[src/rtl/uart_pkg.sv]
// Shared types and helpers for the buffered UART transmitter.
package uart_pkg;

    // Serialiser states, in frame order.
    typedef enum logic [2:0] {
        ST_IDLE,
        ST_START,
        ST_DATA,
        ST_PARITY,
        ST_STOP
    } tx_state_e;

    // Parity-mode encodings for the PARITY_ODD parameter.
    localparam int PARITY_MODE_EVEN = 0;
    localparam int PARITY_MODE_ODD  = 1;

    // Number of bit times in one frame: start + data + optional parity + stop.
    function automatic int uart_frame_bits(input int data_bits,
                                           input int parity_en,
                                           input int stop_bits);
        return 1 + data_bits + ((parity_en != 0) ? 1 : 0) + stop_bits;
    endfunction

endpackage

[src/rtl/uart_sync_fifo.sv]
// Small synchronous FIFO. The head entry is always presented on rd_data so
// the consumer can capture it on the same edge that pops it.
module uart_sync_fifo #(
    parameter int WIDTH = 8,
    parameter int DEPTH = 4
) (
    input  logic                       clk,
    input  logic                       reset,
    input  logic                       push,
    input  logic [WIDTH-1:0]           wr_data,
    input  logic                       pop,
    output logic [WIDTH-1:0]           rd_data,
    output logic                       full,
    output logic                       empty,
    output logic [$clog2(DEPTH):0]     count
);

    localparam int AW = $clog2(DEPTH);

    logic [WIDTH-1:0] mem_q [DEPTH];
    logic [AW-1:0]    wr_ptr_q, wr_ptr_d;
    logic [AW-1:0]    rd_ptr_q, rd_ptr_d;
    logic [AW:0]      count_q, count_d;
    logic             push_ok;
    logic             pop_ok;

    assign full    = (count_q == (AW+1)'(DEPTH));
    assign empty   = (count_q == '0);
    assign count   = count_q;
    assign rd_data = mem_q[rd_ptr_q];

    // A full FIFO drops writes; an empty one ignores reads.
    assign push_ok = push && !full;
    assign pop_ok  = pop && !empty;

    // Next-state pointers and occupancy; push+pop together leave count alone.
    always_comb begin
        wr_ptr_d = wr_ptr_q;
        rd_ptr_d = rd_ptr_q;
        count_d  = count_q;
        if (push_ok) begin
            wr_ptr_d = wr_ptr_q + 1'b1;
        end
        if (pop_ok) begin
            rd_ptr_d = rd_ptr_q + 1'b1;
        end
        case ({push_ok, pop_ok})
            2'b10:   count_d = count_q + 1'b1;
            2'b01:   count_d = count_q - 1'b1;
            default: count_d = count_q;
        endcase
    end

    // Storage array is left unreset so it can map onto RAM.
    always_ff @(posedge clk) begin
        if (push_ok) begin
            mem_q[wr_ptr_q] <= wr_data;
        end
    end

    // Pointer and occupancy registers.
    always_ff @(posedge clk or posedge reset) begin
        if (reset) begin
            wr_ptr_q <= '0;
            rd_ptr_q <= '0;
            count_q  <= '0;
        end else begin
            wr_ptr_q <= wr_ptr_d;
            rd_ptr_q <= rd_ptr_d;
            count_q  <= count_d;
        end
    end

endmodule

[src/rtl/uart_tx_fifo_param.sv]
// Buffered UART transmitter: FIFO in front of a frame serialiser with
// elaboration-time data width, parity and stop-bit count.
module uart_tx_fifo_param
    import uart_pkg::*;
#(
    parameter int CLK_DIV    = 16,
    parameter int DATA_BITS  = 8,
    parameter int PARITY_EN  = 0,
    parameter int PARITY_ODD = 0,
    parameter int STOP_BITS  = 1,
    parameter int FIFO_DEPTH = 4
) (
    input  logic                          clk,
    input  logic                          reset,
    input  logic                          s_valid,
    input  logic [DATA_BITS-1:0]          s_data,
    output logic                          s_ready,
    output logic                          tx,
    output logic                          busy,
    output logic                          tx_done,
    output logic [$clog2(FIFO_DEPTH):0]   fifo_count
);

    localparam int   BAUD_W  = $clog2(CLK_DIV);
    localparam int   BIT_MAX = (DATA_BITS > STOP_BITS) ? DATA_BITS : STOP_BITS;
    localparam int   BIT_W   = $clog2(BIT_MAX);
    localparam logic PAR_INV = (PARITY_ODD == PARITY_MODE_ODD);

    logic [DATA_BITS-1:0] fifo_head;
    logic                 fifo_full;
    logic                 fifo_empty;
    logic                 pop;
    logic                 head_par;
    logic                 bit_end;

    tx_state_e            state_q, state_d;
    logic [BAUD_W-1:0]    baud_q, baud_d;
    logic [BIT_W-1:0]     bit_q, bit_d;
    logic [DATA_BITS-1:0] shift_q, shift_d;
    logic                 par_q, par_d;
    logic                 tx_q, tx_d;
    logic                 done_q, done_d;

    uart_sync_fifo #(
        .WIDTH (DATA_BITS),
        .DEPTH (FIFO_DEPTH)
    ) u_fifo (
        .clk     (clk),
        .reset   (reset),
        .push    (s_valid),
        .wr_data (s_data),
        .pop     (pop),
        .rd_data (fifo_head),
        .full    (fifo_full),
        .empty   (fifo_empty),
        .count   (fifo_count)
    );

    assign s_ready  = !fifo_full;
    assign busy     = (state_q != ST_IDLE);
    assign tx       = tx_q;
    assign tx_done  = done_q;
    assign bit_end  = (baud_q == BAUD_W'(CLK_DIV - 1));
    // Parity is computed from the word at pop time since the shifter consumes it.
    assign head_par = (^fifo_head) ^ PAR_INV;

    // Frame sequencing, baud/bit counting and the registered line level.
    always_comb begin
        state_d = state_q;
        baud_d  = baud_q;
        bit_d   = bit_q;
        shift_d = shift_q;
        par_d   = par_q;
        done_d  = 1'b0;
        pop     = 1'b0;
        tx_d    = 1'b1;

        if (state_q != ST_IDLE) begin
            baud_d = bit_end ? '0 : baud_q + 1'b1;
        end

        case (state_q)
            ST_IDLE: begin
                if (!fifo_empty) begin
                    pop     = 1'b1;
                    shift_d = fifo_head;
                    par_d   = head_par;
                    bit_d   = '0;
                    state_d = ST_START;
                end
            end
            ST_START: begin
                if (bit_end) begin
                    bit_d   = '0;
                    state_d = ST_DATA;
                end
            end
            ST_DATA: begin
                if (bit_end) begin
                    shift_d = shift_q >> 1;
                    if (bit_q == BIT_W'(DATA_BITS - 1)) begin
                        bit_d   = '0;
                        state_d = (PARITY_EN != 0) ? ST_PARITY : ST_STOP;
                    end else begin
                        bit_d = bit_q + 1'b1;
                    end
                end
            end
            ST_PARITY: begin
                if (bit_end) begin
                    bit_d   = '0;
                    state_d = ST_STOP;
                end
            end
            ST_STOP: begin
                if (bit_end) begin
                    if (bit_q == BIT_W'(STOP_BITS - 1)) begin
                        done_d = 1'b1;
                        bit_d  = '0;
                        // Chain straight into the next frame with no idle gap.
                        if (!fifo_empty) begin
                            pop     = 1'b1;
                            shift_d = fifo_head;
                            par_d   = head_par;
                            state_d = ST_START;
                        end else begin
                            state_d = ST_IDLE;
                        end
                    end else begin
                        bit_d = bit_q + 1'b1;
                    end
                end
            end
            default: state_d = ST_IDLE;
        endcase

        // Line level follows the state being entered so tx is a clean register.
        case (state_d)
            ST_START:  tx_d = 1'b0;
            ST_DATA:   tx_d = shift_d[0];
            ST_PARITY: tx_d = par_d;
            default:   tx_d = 1'b1;
        endcase
    end

    // Serialiser registers; reset forces the line high immediately.
    always_ff @(posedge clk or posedge reset) begin
        if (reset) begin
            state_q <= ST_IDLE;
            baud_q  <= '0;
            bit_q   <= '0;
            shift_q <= '0;
            par_q   <= 1'b0;
            tx_q    <= 1'b1;
            done_q  <= 1'b0;
        end else begin
            state_q <= state_d;
            baud_q  <= baud_d;
            bit_q   <= bit_d;
            shift_q <= shift_d;
            par_q   <= par_d;
            tx_q    <= tx_d;
            done_q  <= done_d;
        end
    end

endmodule

[config.mk]
export PLATFORM = sky130hd
export DESIGN_NAME = uart_tx_fifo_param
export DESIGN_NICKNAME = d
export VERILOG_FILES = /design/src/rtl/uart_pkg.sv /design/src/rtl/uart_sync_fifo.sv /design/src/rtl/uart_tx_fifo_param.sv
export SDC_FILE = /design/constraint.sdc
export NUM_CORES = 1
export LEC_CHECK = 0
export CAP_MARGIN = 0
export CORE_MARGIN = 3
export CORE_UTILIZATION = 58
export DETAILED_ROUTE_END_ITERATION = 10
export PLACE_DENSITY = 0.79
export SYNTH_ARGS = -nofsm -noshare
export SYNTH_HDL_FRONTEND = slang
export SYNTH_SLANG_ARGS = --single-unit
[constraint.sdc]
create_clock -name clk -period 3 [get_ports clk]
set_input_delay 0.6 -clock clk [delete_from_list [all_inputs] [get_ports clk]]
set_output_delay 0.6 -clock clk [all_outputs]
set_load 0.02 [all_outputs]
==> results of run 1 <==
==> cell usage in the layout, fill, tap and decap left out, types with 2 or more instances in the layout <==
cell / count
dfrtp_1: 27
a22oi_1: 3
nand2b_1: 2
xnor2_1: 11
inv_1: 17
clkbuf_8: 9
and3_1: 5
edfxtp_1: 32
ha_1: 9
mux2i_1: 3
o22ai_1: 3
nand2_1: 13
a21oi_1: 7
xor2_1: 3
buf_4: 3
nand3_1: 3
a222oi_1: 6
o21ai_0: 7
clkinvlp_4: 2
nor2_1: 6
mux4_2: 8
bufinv_16: 2
clkdlybuf4s50_1: 17
==> worst max-delay path: cells and delay by family, from the launching register on <==
family,cells,cell delay [ps]
and+or+nand+nor,1,530
buffers and inverters,1,590
DFF,1,510
==> layer usage <==
layer,vias up,track usage (%),share of wire (%)
li1,766,-,-
met2,40,34.0,54
met5,-,0,0
met3,2,7.84,4.3
met4,0,6.92,0.64
met1,818,24.6,41
==> cells by family after synthesis <==
group | after synthesis
DFF | 60
muxes | 12
adders and majority gates | 10
buffers and inverters | 24
AOI/OAI and AO/OA | 34
xor gates and xnor gates | 14
and+or+nand+nor | 40
==> flip-flops by register name (all words and copies together), names as in the netlist <==
register         count
baud_q               4
bit_q                3
par_q                1
shift_q              8
state_q              3
tx                   1
tx_done              1
u_fifo.count         3
u_fifo.mem_q        32
u_fifo.rd_ptr_q      2
u_fifo.wr_ptr_q      2
==> metrics by stage <==
stage | total power [mW] | hold WS, ps | util (%)
2_1_floorplan | 1.33 | 458 | -
4_1_cts | 2.27 | 507 | 71.0
5_1_grt | 2.36 | 527 | 71.0
3_5_place_dp | 1.49 | 488 | 66.1
6_report | 2.26 | 508 | 71.0
3_3_place_gp | 1.45 | 471 | 66.1
==> worst min-delay path by stage <==
stage	from	end	slack (ps)	cells past startpoint
after floorplan	shift_q[2]$_DFFE_PP0P_	shift_q[1]$_DFFE_PP0P_	460	2
after global placement	shift_q[5]$_DFFE_PP0P_	shift_q[4]$_DFFE_PP0P_	470	2
after detailed placement	shift_q[7]$_DFFE_PP0P_	shift_q[6]$_DFFE_PP0P_	490	2
after CTS	shift_q[7]$_DFFE_PP0P_	shift_q[6]$_DFFE_PP0P_	510	2
after global routing	shift_q[7]$_DFFE_PP0P_	shift_q[7]$_DFFE_PP0P_	530	1
final	shift_q[7]$_DFFE_PP0P_	shift_q[6]$_DFFE_PP0P_	510	2
==> final cells by class <==
cell class                      instances  share of cell area, %
Clock buffer                           10                   4.07
Clock inverter                          6                   2.83
Inverter                               17                   2.04
Multi-Input combinational cell        110                   29.8
Sequential cell                        60                   53.1
Tap cell                               52                   2.08
Timing Repair Buffer                   20                   6.15
==> power groups by stage <==
stage | registers [mW] | clock network, mW | logic (mW)
finish | 1.05 | 0.785 | 0.417
global route | 1.06 | 0.841 | 0.458
CTS | 1.05 | 0.794 | 0.423
detailed placement | 1.07 | 0 | 0.418
global placement | 1.06 | 0 | 0.396
floorplan | 1.08 | 0 | 0.254
==> metrics.cfg, run 1 <==
[sta]
hold_viol_final=0
setup_viol=0
period_minus_slack_ps=2560
worst_slack_ps=439
finClkSkew_ps=6.98
maxSlewHeadroom_pct=62.4
maxSlewViolCount=0
worstMarginPinSlew_ps=564
setup-tns-final_ps=0
max_freq_mhz=391
rsz0062_at_grt=false
period_share_pct=85.4

[final_layout]
fill_cells=297
num_antenna_cells=0
multiInputGateArea_sq_um=933
num-nets-final=239
final-seq-area_sq_mm=0.00166
fin_area_sq_mm=0.00313
area_delta_synth_final_pct=16.0
final_cells=275
layout-drive-gt1-share_pct=15.7

[synth]
synth_seq_cells=60
synth_area_leader_cell=edfxtp_1
ys_types=45
ys_seq_area_share_pct=61.6
synth_top_cell_area_share_pct=35.6
synth_most_common_cell=edfxtp_1
synthesis.instances=194
avgSynthCellArea_sq_um=13.9
syn_area_sq_mm=0.00270
synth_nets=215
synth_top_family_by_area=compound AO/OA/AOI/OAI gates
async_flop_share_pct=46.7
synth_area_leaders=edfxtp_1 36%, dfrtp_1 25%, mux4_2 6.7%
synth_fa_ha_area_share_pct=4.91
ys.flop_type=edfxtp_1
synth_xor_area_share_pct=4.54
synth.area.mux_share_pct=8.20
synth_compound_area_share_pct=9.03
yosys-top-cells-count=32 x edfxtp_1, 27 x dfrtp_1, 17 x inv_1
yosys_warnings=0
synthSimpleGateAreaFrac_pct=7.87
synth_edf_count=32

[placement]
io_buffer_count=17
dp_hpwl_um=3250
dpl_cell_area_sq_mm=0.00292
place_inst=259
place_ws_ps=519
place_congestion=0.798

[critical_path]
reg2reg_to=u_fifo.count[2]$_DFFE_PP0P_
cp-startpoint=state_q[2]$_DFF_PP0_
timing.critical_path.fanout_max=12
worstSetupPathType=flop to primary output
crit_required_ps=2400
rr_worst_depth=10
worstSetupEndpoint=busy
r2r_slack_ps=440
slowest_stage=clkdlybuf4s50_1
critPathCaptureType=primary output
crit_chain=or3_1, clkdlybuf4s50_1
critPathLaunchType=flop
crit_arrival_ps=1960
timing.rr.start=baud_q[0]$_DFFE_PP0P_
max_stage_delay_ps=590

[routing]
routed_wl_um=4860
drtPass1Iterations=5
drc_errors=0
vias=1626
viasPerCell=5.91
drt_iter0_drc=120
wl_per_cell_um=17.7
antenna_left=0

[floorplanning]
dieArea_sq_mm=0.00551
ios=18
die_y_um=74.2
placementRows=24
core_sq_mm=0.00441
dieWidth_um=74.2
start_util_pct=61.2

[clocking]
post-cts-setup-buffers=0
clk_pin_slew_ps=70
holdBufCountCts=0
clock_latency_ps=330
cts.sinks=60
cts_tree=yes
cts_buffers=9
ctsResizeCount=0
htree_num_levels=3
root_buffer=clkbuf_8
cts_buffer_depth=2

[global_routing]
grt_pass1_vias=1738
overflow=0
antenna_found_initial=0
track_usage_pct=20.4
grt_pass1_wl_um=8140
grt_max_degree=29

[pwr]
power_frac_comb_pct=18.5
power.leakage_nw=1.27
power_density_mw_per_mm2=720
p_sw_share_pct=26.7
p_int_mw=1.65
switching_power_mw=0.602
ir_drop_uv=607
seqPwrFrac_pct=46.7
pwr-share-clk_pct=34.8

[hold_path]
hold_class=flop to flop

[flow_run]
maxCapViolCount=0

[status]
outcome=completed

No activity file was read; power rests on OpenSTA's default activity.
==> run 2: changes to the inputs <==
GPL_TIMING_DRIVEN = 0   (was unset)
PLACE_DENSITY = 0.78   (was 0.79)
==> metrics.cfg, run 2 (synthesis results as in run 1) <==
[status]
outcome=completed

[routing]
vias=1658
antenna_left=0
drt_iter0_drc=215
wl_per_cell_um=17.3
top_layer=met4
dr_wl_met2_um=2400
met3_length_um=254
drtPass1Iterations=4
wl_met1_um=2110
routed_wl_um=4840
drc_errors=0
viasPerCell=5.94

[sta]
finClkSkew_ps=7.48
period_share_pct=94.0
rsz0062_at_grt=false
max_freq_mhz=354
period_minus_slack_ps=2820
worstMarginPinSlew_ps=1050
setup-tns-final_ps=0
maxSlewViolCount=0
maxSlewHeadroom_pct=29.8
setup_viol=0
hold_viol_final=0

[global_routing]
grt_max_degree=29
track_usage_pct=20.7
grt_pass1_vias=1652
antenna_found_initial=0
grt_pass1_wl_um=8200
overflow=0

[final_layout]
num-nets-final=243
layout.cells.most_common_list=32 x edfxtp_1, 27 x dfrtp_1, 17 x inv_1, 17 x clkdlybuf4s50_1, 13 x nand2_1
top_register=u_fifo.mem_q
largest_register_ffs=32
layout-drive-gt1-share_pct=16.7
final_common_cell=edfxtp_1
reg_top3=u_fifo.mem_q (32), shift_q (8), baud_q (4)
area_delta_synth_final_pct=16.1
num_antenna_cells=0

[placement]
io_buffer_count=17
place_congestion=0.856
dp_hpwl_um=3460

[pwr]
switching_power_mw=0.626
seqPwrFrac_pct=48.0
power_mw=2.20
power_frac_comb_pct=19.1
p_int_mw=1.57
ir_drop_uv=580
pwr-share-clk_pct=32.9
power_density_mw_per_mm2=701
power.leakage_nw=1.27
p_sw_share_pct=28.5

[clocking]
cts_buffers=9
htree_num_levels=3
clock_latency_ps=340
holdBufCountCts=0
post-cts-setup-buffers=0
ctsResizeCount=0
clk_pin_slew_ps=70
cts_buffer_depth=2
cts_tree=yes
cts.sinks=60
root_buffer=clkbuf_8

[floorplanning]
ios=18
die_y_um=74.2
core_sq_mm=0.00441
dieArea_sq_mm=0.00551
placementRows=24
start_util_pct=61.2
dieWidth_um=74.2

[critical_path]
critPathLaunchType=flop
crit_arrival_ps=3080
critPathBufInv=2
crit_chain=ha_1, nand3_2, or2_2, a21oi_2, buf_4, ha_1, inv_1, fa_1, xor2_1, nor2_1, xor2_1
slowest_stage=dfrtp_1
crit_family=adder cells
max_stage_delay_ps=390
crit_required_ps=3260
worstSetupPathType=flop to flop
timing.critical_path.fanout_max=10
critPathCaptureType=flop

[flow_run]
maxCapViolCount=0

[hold_path]
hold_class=flop to flop

## run 2: path summary, 6_finish.rpt
path,startpoint,endpoint,slack (ps),depth (start not counted)
worst max-delay path,baud_q[0]$_DFFE_PP0P_,u_fifo.count[2]$_DFFE_PP0P_,180,11
worst min-delay path,shift_q[3]$_DFFE_PP0P_,shift_q[2]$_DFFE_PP0P_,500,2
worst max register to register,baud_q[0]$_DFFE_PP0P_,u_fifo.count[2]$_DFFE_PP0P_,180,11
worst min register to register,shift_q[3]$_DFFE_PP0P_,shift_q[2]$_DFFE_PP0P_,500,2
max in group asynchronous,reset,tx_done$_DFF_PP0_,1540,2
min in group asynchronous,reset,shift_q[6]$_DFFE_PP0P_,820,2
## run 2: area by class of cell
cell class	instances	area [sq um]
Sequential cell	60	1660
Inverter	17	63.8
Fill cell	290	1280
Clock inverter	7	75.1
Multi-Input combinational cell	110	933
Clock buffer	9	124
Buffer	7	41.3
Timing Repair Buffer	17	170
Tap cell	52	65.1
## run 2: power by group through the flow
stage / logic, mW / clock network (mW) / registers [mW]
2_1_floorplan: 0.254 / 0 / 1.08
3_3_place_gp: 0.395 / 0 / 1.06
3_5_place_dp: 0.427 / 0 / 1.07
4_1_cts: 0.429 / 0.736 / 1.06
5_1_grt: 0.463 / 0.774 / 1.07
6_report: 0.421 / 0.723 / 1.06
## run 2: stage by stage
stage | instances | instance area [sq um] | worst slack [ps] | utilization [%] | hold slack (ps)
finish | 279 | 3140 | 179 | 71.0 | 504
global route | 279 | 3140 | 24.3 | 71.0 | 519
CTS | 279 | 3140 | 139 | 71.0 | 505
detailed placement | 263 | 2940 | 148 | 66.5 | 495
global placement | 263 | 2940 | 310 | 66.5 | 464
floorplan | 194 | 2700 | 518 | - | 458
## run 2: worst register-to-register path, stage by stage, from the launching register on
cell and delay [ps]:
dfrtp_1 390, ha_1 240, nand3_2 180, or2_2 380, a21oi_2 260, buf_4 240
ha_1 200, inv_1 60, fa_1 380, xor2_1 150, nor2_1 110, xor2_1 160
## run 2: per-layer routing
layer  vias to the layer above  global-route usage (%)
met1                       829                    28.3
met3                         6                    5.81
met4                         0                    9.09
met5                         -                       0
li1                        771                       -
met2                        52                    31.5
==> run 3: changes to the inputs <==
CORE_UTILIZATION = 59   (was 58)
SYNTH_HIERARCHICAL = 1   (was unset)
==> metrics.cfg, run 3 <==
[synth]
synth_most_common_cell=edfxtp_1
syn_area_sq_mm=0.00289
ys_types=59
synth_seq_cells=60
synth_edf_count=32
synth_area_leader_cell=edfxtp_1
yosys-top-cells-count=32 x edfxtp_1, 27 x dfrtp_1, 17 x inv_1
synth_top_cell_area_share_pct=33.2
synth_nets=222
avgSynthCellArea_sq_um=14.4
synthesis.instances=201
async_flop_share_pct=46.7
synth_area_leaders=edfxtp_1 33%, dfrtp_1 23%, mux4_2 6.2%
ys_seq_area_share_pct=57.5
yosys_warnings=6
ys.flop_type=edfxtp_1

[clocking]
clk_pin_slew_ps=80
cts_tree=yes
post-cts-setup-buffers=0
root_buffer=clkbuf_8
holdBufCountCts=0
htree_num_levels=3
ctsResizeCount=0
cts_buffer_depth=2
clock_latency_ps=330
cts_buffers=9
cts.sinks=60

[sta]
rsz0062_at_grt=false
max_freq_mhz=361
setup_viol=0
period_share_pct=92.4
setup-tns-final_ps=0
maxSlewHeadroom_pct=44.6
hold_viol_final=0
worstMarginPinSlew_ps=830
period_minus_slack_ps=2770
finClkSkew_ps=11.3
maxSlewViolCount=0

[floorplanning]
start_util_pct=63.8
core_sq_mm=0.00453
ios=18
die_y_um=76.0
dieWidth_um=76.0
placementRows=24
dieArea_sq_mm=0.00578

[final_layout]
largest_register_ffs=32
layout-drive-gt1-share_pct=24.4
num-nets-final=250
layout.cells.most_common_list=32 x edfxtp_1, 27 x dfrtp_1, 17 x inv_1, 17 x clkdlybuf4s50_1, 11 x xnor2_1
num_antenna_cells=0
final_common_cell=edfxtp_1
reg_top3=u_fifo/mem_q (32), shift_q (8), baud_q (4)
top_register=u_fifo/mem_q
area_delta_synth_final_pct=15.6

[critical_path]
crit_arrival_ps=3030
timing.critical_path.fanout_max=10
crit_chain=inv_1, ha_1, nor2b_1, nand2_2, a21oi_2, buf_6, o31a_2, ha_1, inv_1, fa_1, xor2_1, nor2_1, xor2_1
critPathLaunchType=flop
critPathCaptureType=flop
worstSetupPathType=flop to flop
max_stage_delay_ps=410
timing.rr.start=bit_q[0]$_DFFE_PP0P_
reg2reg_to=u_fifo/count[2]$_DFFE_PP0P_
r2r_slack_ps=230
slowest_stage=dfrtp_1
rr_worst_depth=13
crit_required_ps=3260

[routing]
antenna_left=0
viasPerCell=5.73
wl_per_cell_um=16.8
drtPass1Iterations=4
vias=1714
drc_errors=0
drt_iter0_drc=109
routed_wl_um=5020

[status]
outcome=completed

[pwr]
power_density_mw_per_mm2=1020
power.leakage_nw=1.31
power_mw=3.42
ir_drop_uv=515

[hold_path]
min_path_cells=1
holdPathEnd=shift_q[6]$_DFFE_PP0P_
min-delay-start=shift_q[6]$_DFFE_PP0P_
hold_class=flop to flop

[global_routing]
grt_pass1_vias=1801
antenna_found_initial=0
track_usage_pct=19.1
overflow=0
grt_pass1_wl_um=8540
grt_max_degree=22

[flow_run]
maxCapViolCount=0

[placement]
io_buffer_count=17
dp_hpwl_um=3600
place_congestion=0.912

run 3: cell count changes after synthesis, sizes merged, moves of 4 or more:
cell    change
buf         +4
nand2       -9
nor2        -4
nor3        +6
o22ai       -4
and3        +4
a221o       +7
a222oi      -6
run 3: area by class of cell:
class                           instances  area (sq um)
Inverter                               17          63.8
Timing Repair Buffer                   17           170
Multi-Input combinational cell        116          1120
Tap cell                               65          81.3
Sequential cell                        60          1660
Clock inverter                          7          76.3
Clock buffer                            9           124
Buffer                                  8          47.5
Fill cell                             289          1190
run 3: critical path, delay by kind of cell, from the launching register on:
family / cells / cell delay, ps
and+or+nand+nor: 3 / 530
buffers and inverters: 3 / 300
DFF: 1 / 410
xor gates and xnor gates: 2 / 310
adders and majority gates: 3 / 730
AOI/OAI and AO/OA: 2 / 400
run 3: per-stage QoR:
stage / util, % / hold slack, ps / area [sq um] / setup WS [ps] / cells
2_1_floorplan: - / 403 / 2890 / 402 / 201
3_3_place_gp: 69.3 / 491 / 3140 / 359 / 283
3_5_place_dp: 69.3 / 490 / 3140 / 227 / 283
4_1_cts: 73.7 / 512 / 3340 / 207 / 299
5_1_grt: 73.7 / 532 / 3340 / 25.2 / 299
6_report: 73.7 / 516 / 3340 / 228 / 299
run 3: logic make-up after synthesis:
kind of cell	Yosys count	share of synthesized area, %
AO/OA/AOI/OAI	33	9.39
adder cells (fa/ha/maj)	10	4.59
AND/OR/NAND/NOR	45	11.7
multiplexers	14	8.74
flip-flops	60	57.5
buffers and inverters	25	3.85
XOR/XNOR	14	4.24
run 3: worst max-delay path by stage:
stage / from / to / slack [ps] / cells after the start
floorplan: u_fifo/count[0]$_DFFE_PP0P_ / u_fifo/count[2]$_DFFE_PP0P_ / 400 / 11
global placement: u_fifo/count[0]$_DFFE_PP0P_ / u_fifo/count[2]$_DFFE_PP0P_ / 360 / 11
detailed placement: bit_q[0]$_DFFE_PP0P_ / u_fifo/count[2]$_DFFE_PP0P_ / 230 / 13
CTS: bit_q[0]$_DFFE_PP0P_ / u_fifo/count[2]$_DFFE_PP0P_ / 210 / 13
global route: bit_q[0]$_DFFE_PP0P_ / u_fifo/count[2]$_DFFE_PP0P_ / 30 / 13
finish: bit_q[0]$_DFFE_PP0P_ / u_fifo/count[2]$_DFFE_PP0P_ / 230 / 13
run 3: power by group:
part	switching, mW	leakage, nW	total [mW]	internal (mW)
Clock	0.326	0.0958	0.713	0.387
Sequential	0.169	0.635	1.31	1.14
Combinational	0.714	0.576	1.40	0.686
Total	1.21	1.31	3.42	2.21
run 3: layer usage:
metal  track usage, %  up-vias  wire length, um
met4             9.42        0               69
met5                0        -                0
met2             33.1       44             2690
met1             22.8      853             2060
li1                 -      811                -
met3             3.78        6              195
